===== config.mk =====
export PLATFORM = sky130hd
export DESIGN_NAME = rsa_row_mac_seq
export DESIGN_NICKNAME = d
export VERILOG_FILES = /design/src/rtl/rsa_row_mac_seq.sv
export SDC_FILE = /design/constraint.sdc
export NUM_CORES = 1
export LEC_CHECK = 0
export CAP_MARGIN = 20
export CELL_PAD_IN_SITES_DETAIL_PLACEMENT = 1
export CELL_PAD_IN_SITES_GLOBAL_PLACEMENT = 2
export CORE_MARGIN = 8
export CORE_UTILIZATION = 27
export DETAILED_ROUTE_END_ITERATION = 6
export HOLD_SLACK_MARGIN = 0.15
export PLACE_DENSITY = 0.86
export SETUP_SLACK_MARGIN = 0.5
export SLEW_MARGIN = 20
export SYNTH_ARGS = -nofsm -noshare
export SYNTH_HDL_FRONTEND = slang
export SYNTH_SLANG_ARGS = --single-unit

===== constraint.sdc =====
create_clock -name clk -period 2.9 [get_ports clk]
set_clock_uncertainty 0.2 [all_clocks]
set_input_delay 0.29 -clock clk [delete_from_list [all_inputs] [get_ports clk]]
set_output_delay 0.29 -clock clk [all_outputs]
set_load 0.03 [all_outputs]

===== src/rtl/rsa_row_mac_seq.sv =====
// Row multiply sequencer: issues A[i]/B read addresses and folds each partial product with a running carry.
// Latency start->done = len+D+2 cycles (D = 1+MUL_LAT); no backpressure, one result word per cycle.
module rsa_row_mac_seq #(
  parameter int WIDTH      = 32,
  parameter int ADDR_WIDTH = 7,
  parameter int MUL_LAT    = 1
) (
  input  logic                  clk,
  input  logic                  reset,
  input  logic                  start,
  input  logic [ADDR_WIDTH:0]   len,
  input  logic [ADDR_WIDTH-1:0] m_base,
  input  logic [ADDR_WIDTH-1:0] e_addr,
  output logic [ADDR_WIDTH-1:0] addr_m,
  output logic [ADDR_WIDTH-1:0] addr_e,
  input  logic [WIDTH-1:0]      mul_lo,
  input  logic [WIDTH-1:0]      mul_hi,
  output logic                  busy,
  output logic                  out_valid,
  output logic [WIDTH-1:0]      out_data,
  output logic [ADDR_WIDTH:0]   out_idx,
  output logic                  done
);

  localparam int D = 1 + MUL_LAT;
  localparam logic [ADDR_WIDTH:0]   ONE_L = 1;
  localparam logic [ADDR_WIDTH-1:0] ONE_A = 1;

  typedef enum logic [1:0] {IDLE, ISSUE, DRAIN, FLUSH} state_t;

  state_t              state, state_nx;
  logic [ADDR_WIDTH:0] len_q;
  logic [ADDR_WIDTH:0] cnt;
  logic [ADDR_WIDTH:0] widx;
  logic [WIDTH-1:0]    carry;
  logic [D-1:0]        vpipe;
  logic [2*WIDTH-1:0]  sum;
  logic                last_issue;

  // The carry is at most 2^WIDTH-1, so this sum always fits in 2*WIDTH bits.
  assign sum        = {mul_hi, mul_lo} + {{WIDTH{1'b0}}, carry};
  assign last_issue = (cnt == len_q - ONE_L);
  assign busy       = (state != IDLE);

  always_comb begin
    state_nx = state;
    case (state)
      IDLE:    if (start) state_nx = (len == '0) ? FLUSH : ISSUE;
      ISSUE:   if (last_issue) state_nx = DRAIN;
      DRAIN:   if (vpipe == '0) state_nx = FLUSH;
      FLUSH:   state_nx = IDLE;
      default: state_nx = IDLE;
    endcase
  end

  always_ff @(posedge clk) begin
    if (reset) begin
      state     <= IDLE;
      len_q     <= '0;
      cnt       <= '0;
      widx      <= '0;
      carry     <= '0;
      vpipe     <= '0;
      addr_m    <= '0;
      addr_e    <= '0;
      out_valid <= 1'b0;
      out_data  <= '0;
      out_idx   <= '0;
      done      <= 1'b0;
    end else begin
      state     <= state_nx;
      out_valid <= 1'b0;
      done      <= 1'b0;
      // Tag tap D-1 lines up with the product of the read issued D cycles earlier.
      vpipe     <= {vpipe[D-2:0], state == ISSUE};
      case (state)
        IDLE: begin
          if (start) begin
            len_q  <= len;
            cnt    <= '0;
            widx   <= '0;
            carry  <= '0;
            addr_e <= e_addr;
            if (len == '0) begin
              out_valid <= 1'b1;
              out_data  <= '0;
              out_idx   <= '0;
              done      <= 1'b1;
            end else begin
              addr_m <= m_base;
            end
          end
        end
        ISSUE: begin
          cnt <= cnt + ONE_L;
          if (!last_issue) addr_m <= addr_m + ONE_A;
        end
        DRAIN: begin
          if (vpipe == '0) begin
            out_valid <= 1'b1;
            out_data  <= carry;
            out_idx   <= len_q;
            done      <= 1'b1;
          end
        end
        default: ;
      endcase
      if (vpipe[D-1]) begin
        out_valid <= 1'b1;
        out_data  <= sum[WIDTH-1:0];
        carry     <= sum[2*WIDTH-1:WIDTH];
        out_idx   <= widx;
        widx      <= widx + ONE_L;
      end
    end
  end

endmodule


; ---- Word-level counts from Yosys, hierarchy flattened
; Index checks and enable logic that the tools add are counted.
[word_totals]
regBits = 116
input_bits = 89
output_inout_bits = 57
elab_cells = 74
[op_classes]
add_sub_neg = 5
eq_ne = 12
muxes = 31
reduce_logical = 14
[op_table]
columns = operator, count
row1 = 32-bit 2-to-1 mux, 7
row2 = 64-bit by 32-bit adder with 64-bit output, 1
row3 = 32-bit case mux with 2 select lines, 1
row4 = 8-bit 2-to-1 mux, 7
row5 = 8-bit case mux with 2 select lines, 2
row6 = 7-bit 2-to-1 mux, 3
row7 = "8-bit by 1-bit adder with 8-bit output, second input constant", 2
row8 = 7-bit case mux with 2 select lines, 1
row9 = "2-bit inequality test, second input constant", 5
row10 = "3-bit inequality test, second input constant", 3
row11 = 8-bit == test, 1
row12 = 8-bit zero test, 1
row13 = 2-bit 2-to-1 mux, 4
row14 = 2-bit case mux with 4 select lines, 1
row15 = 4-bit AND reduction, 2
row16 = 2-bit nonzero test, 4
row17 = "8-bit by 1-bit subtractor with 8-bit output, second input constant", 1
row18 = "7-bit by 1-bit adder with 7-bit output, second input constant", 1
row19 = 2-bit AND reduction, 3
row20 = "2-bit == test, second input constant", 2
row21 = 2-bit zero test, 2
row22 = 1-bit 2-to-1 mux, 4
row23 = 3-bit AND reduction, 1
row24 = 3-bit nonzero test, 1
row25 = 2 further kinds, 2

; ---- Logic depth before layout (Yosys ltp)
[logic_depth]
depth_word = 5
ltp_mapped = 13
mapped_depth_nobuf = 10

; ---- Least setup slack after synthesis
; No wires, ideal clock.
[synth_path]
kind = flip-flop to flip-flop
from = reg carry[15]
to = reg carry[25]
t_arrival_ps = 2802
required_time_ps = 2578
path_slack_ps = -223
path_stages_with_launch = 11
cell_sequence = dfxtp_1 ha_1 buf_4 and4_4 nand3_2 or2_0 a311o_1 a2111oi_4 nor2_1 o311a_1 a221o_1
[synth_via]
elab_chain_len = 2
[synth_rtl]
columns = item, line_no
row1 = "start, declared", 35  ; logic [WIDTH-1:0] carry;
row2 = "start signal, assigned", 111  ; carry <= sum[2*WIDTH-1:WIDTH];
row3 = 64-bit by 32-bit adder with 64-bit output, 41  ; assign sum = {mul_hi, mul_lo} + {{WIDTH{1'b0}}, carry};
row4 = 32-bit 2-to-1 mux, 108  ; if (vpipe[D-1]) begin
; Every way passes these cells.
; A chain may end at the register's enable or synchronous reset.

; ---- Worst setup path in the final report
[layout_path]
from = in mul_lo[12]
to = reg carry[27]
[layout_via]
elab_chain_len = 2
[layout_rtl]
columns = item, line_no
row1 = "start, declared", 16  ; input logic [WIDTH-1:0] mul_lo,
row2 = 64-bit by 32-bit adder with 64-bit output, 41
row3 = 32-bit 2-to-1 mux, 108
; Every way passes these cells.

==> results <==
- At the end of routability-driven placement, the weighted congestion stood at between 0.8 and 0.9.
- The register-to-register setup slack is -0.11 ns.
- The mean number of vias per cell is around 5.4.
- The layer flagged by global routing as most heavily used is met2.
- The path class of the tightest hold or removal check is input port to flip-flop.
- Ranked by total cell area, the synthesized netlist is headed by dfxtp_1 31%, a21oi_1 6.5%, ha_1 6.4%.
- The number of antenna diodes in the final layout is 0.
- The time the worst path needs with I/O delays and setup is 3.02 ns.
- The fraction of layout cells with a size suffix above 1 is between 20% and 30%.
- The count of unresolved DRC violations after routing is 0.
- The number of clock sinks is between 100 and 150.
- After synthesis, the largest area contributor takes up a little under a third of total cell area.
- The maximum VDD drop is 0.416 mV.
- The clock tree from TritonCTS is yes.
- The worst setup path is launched from an input port.
- The category of the critical setup timing path is input port to flip-flop.
- The synthesized netlist contains slightly above 70 unique library cells.
- The global routing met3 resource utilization is approximately 4.6%.
- Counting cells, the worst reg-to-reg path comes to 10.
- The clock root buffer is clkbuf_16.
- The first-pass iteration count of the detailed router is 5.
- The most frequent standard cell in the layout excluding fill and tap cells is buf_4.
- The number of port buffers is about 150.
- The detailed router's first-iteration violation count is around 470.
- The top cell types in the final layout, fill and taps aside, are 175 x buf_4, 132 x clkdlybuf4s50_1, 123 x nand2_1, 99 x dfxtp_1, 81 x a21oi_1.
- The routed layout has 9127 vias.
- Synthesis inferred between 100 and 150 register bits.
- The cell leakage power is about 5.0 nW.
- The headroom to the max-slew limit is between 30% and 40%.
- The required time reported for the critical path endpoint is between 3 and 4 ns.
- The met2 track demand over resource in global routing is 33.2%.
- Tracing the worst setup path back leads to its startpoint at mul_lo[12].
- The number of endpoints failing setup at the final stage is 10.
- The count of final hold-check violations came to 0.
- For the pin with the worst max-slew slack, the measured transition is between 0.9 and 1 ns.
- The startpoint of the worst-slack reg-to-reg timing path is carry[14].
- The register area share after synthesis is 30.7%.
- The final clock period utilization by the worst path is 104%.
- The end of the worst register-to-register path is carry[27].
- Global routing used 23.8% of the available met1 tracks.
- The maximum number of buffers from clock root to sink is 2.
- The clock-pin transition on the worst setup and hold timing paths is roughly 0.060 ns.
- The maximum number of pins on one net before global-route repair is 77.
- dfxtp_1 takes more of the synthesized area than any other cell.
- The most used flip-flop cell after synthesis is dfxtp_1.
- In this run the worst path has a maximum fanout of 5.
- In this run the power density over the cells is between 500 and 600 nW/µm².
- The number of antenna violations at the first check in global routing is 0.
- The number of H-tree branching levels is 4.
- Pin placement for this block handled 146 I/O pins.
- The number of nets in the final layout is about 1.4k.
- The post-synthesis instance total is ~1000.
- The detail-routed net length per standard cell is approximately 21 µm.
- The number of buffers inserted during clock tree synthesis is 17.
- The multi-input logic area is roughly 5700 µm².
- At the later pin of the worst-skew pair, clock insertion delay measures approximately 0.43 ns.
- The filler cells instantiated in the layout total between 3k and 4k.
- The region available for standard cell placement spans ~28000 µm².
- After floorplanning, the core was divided into between 60 and 70 placement rows.
- The die covers about 34000 µm².
- The routed design has around 36 mm of wire.
- Measured along the y axis, the die boundary spans approximately 180 µm.
- The detailed placer's ending HPWL is 25.2 mm.
- Summing all flip-flop and latch instances after layout gives approximately 2400 µm².
- After detailed placement, the total cell area comes to about 11000 µm².
- Counting flops with a built-in enable in the synthesized netlist gives 0.
- Based on the critical path, the design can be clocked at up to ~330 MHz.
- The final worst-path setup slack is -0.118 ns.
- The first global-routing pass estimated 52.0 mm of wire.
- The arrival time at the worst endpoint is 3.13 ns.
- The max-capacitance violation count is 0.
- The effective utilization at floorplan is between 20% and 30%.
- The area growth from synthesis to layout is 64.8%.
- Setup repair after global routing could not meet its margin everywhere.
- The final reports fail on negative setup slack.
- Each instance of the synthesized netlist takes up on average ~7.7 µm².
- The critical path ends at carry[27].
- When the netlist entered floorplanning its net count stood at 1111.
- The number of pins exceeding their max-slew limit in the final report is 0.
- Yosys printed 0 warnings.
- The overall overflow remaining after global route is 0.
- The worst setup path is captured at a flip-flop.
- The overall die width is roughly 180 µm.
- In the global route stage, overall resource usage came out at between 10% and 20%.
- Power comes to between 7 and 8 mW.
- The via count of the first global-routing pass is approximately 9.2k.
- The final instance area is around 12000 µm².
- The run finished, with violations left.
- For this run, asynchronously set or reset flops after synthesis account for 0%.
- The cell area after technology mapping is 7570 µm².
- The count of nets left with antenna violations once routing finished came out at 0.
-- layer usage --
metal / vias to the layer above / part of all wire (%)
met5: - / 0
met4: 0 / 3.7
met3: 95 / 6.5
met2: 336 / 49
met1: 4463 / 41
li1: 4233 / -
-- per-stage QoR --
stage          util, %  TNS, ns  setup slack [ns]  cells  hold WS (ns)
2_1_floorplan        -        0            0.0206    982         0.223
3_3_place_gp      38.6   -14.69            -0.431   1613         0.241
3_5_place_dp      38.6   -19.16            -0.483   1613         0.255
4_1_cts           42.8        0            0.0105   1672         0.159
5_1_grt           45.0    -1.36            -0.150   1690         0.166
6_report          45.0   -0.555            -0.118   1690         0.132
-- layout make-up --
| class | count | area share, % |
|---|---|---|
| Sequential cell | 116 | 18.9 |
| Tap cell | 378 | 3.79 |
| Inverter | 13 | 0.411 |
| Multi-Input combinational cell | 792 | 46.0 |
| Clock inverter | 9 | 0.853 |
| Timing Repair Buffer | 361 | 26.4 |
| Clock buffer | 21 | 3.69 |
-- logic make-up after synthesis --
logic type      share of synthesized area (%)
fa+ha+maj                                6.71
xor+xnor                                 7.06
mux                                      1.34
compound gates                           24.4
simple gates                             25.1
flops                                    30.7
buf+inv                                  4.69
-- how the worst min path moves through the flow --
stage / slack (ns) / end / startpoint / cells past startpoint
after floorplan: 0.22 / carry[17] / mul_hi[17] / 2
after global routing: 0.17 / len_q[4] / len[4] / 4
after global placement: 0.24 / addr_e[3] / addr_e[3] / 2
after detailed placement: 0.25 / addr_e[0] / addr_e[0] / 2
after CTS: 0.16 / len_q[4] / len[4] / 4
final: 0.13 / len_q[4] / len[4] / 4
-- state kept, by name, summed over array words and instances, names as in the netlist --
name / cells
carry: 32
out_data: 32
out_valid: 1
addr_m: 7
addr_e: 7
done: 1
state: 2
vpipe: 2
widx: 8
len_q: 8
out_idx: 8
cnt: 8
-- cells in the mapped netlist, types with 4 or more instances --
cell type	instances
o211ai_1	6
inv_1	13
nand4_1	15
xnor2_1	34
a211oi_1	34
a311oi_1	6
a21oi_1	98
nand2b_1	8
or3_1	7
o22ai_1	5
o21ai_0	52
o21bai_1	5
ha_1	39
nor3_1	27
clkbuf_1	46
xor2_1	27
and3_1	37
buf_6	5
dfxtp_1	116
a31oi_1	11
o31ai_1	7
o21a_1	8
or2_2	5
nor4_1	10
a21o_1	14
nand3_1	60
nand2_1	126
mux2i_1	9
and2_1	7
a32o_1	4
nor2_1	70
a22oi_1	6
-- worst max-delay path: stages --
cell and delay, ns:
clkdlybuf4s50_1 0.47, ha_1 0.37, buf_4 0.17, nand3_2 0.10, or2_1 0.26, a311o_1 0.44, a2111oi_4 0.24, buf_6 0.19
o211ai_4 0.09, and3_1 0.20, or3_1 0.29
-- timing repair --
item / in CTS / in global routing
hold buffers: 6 / 1
hold endpoints to repair: 6 / 1
resized for setup: 99 / 110
setup buffers: 22 / 17
gates cloned: 1 / 0
pin swaps: 50 / 68
setup endpoints to repair: 82 / 73
-- power breakdown --
part	internal [mW]	switching (mW)
clock	1.30	0.811
sequential	1.80	0.209
combinational	1.32	1.65
total	4.42	2.67
(Power assumes the default switching activity.)
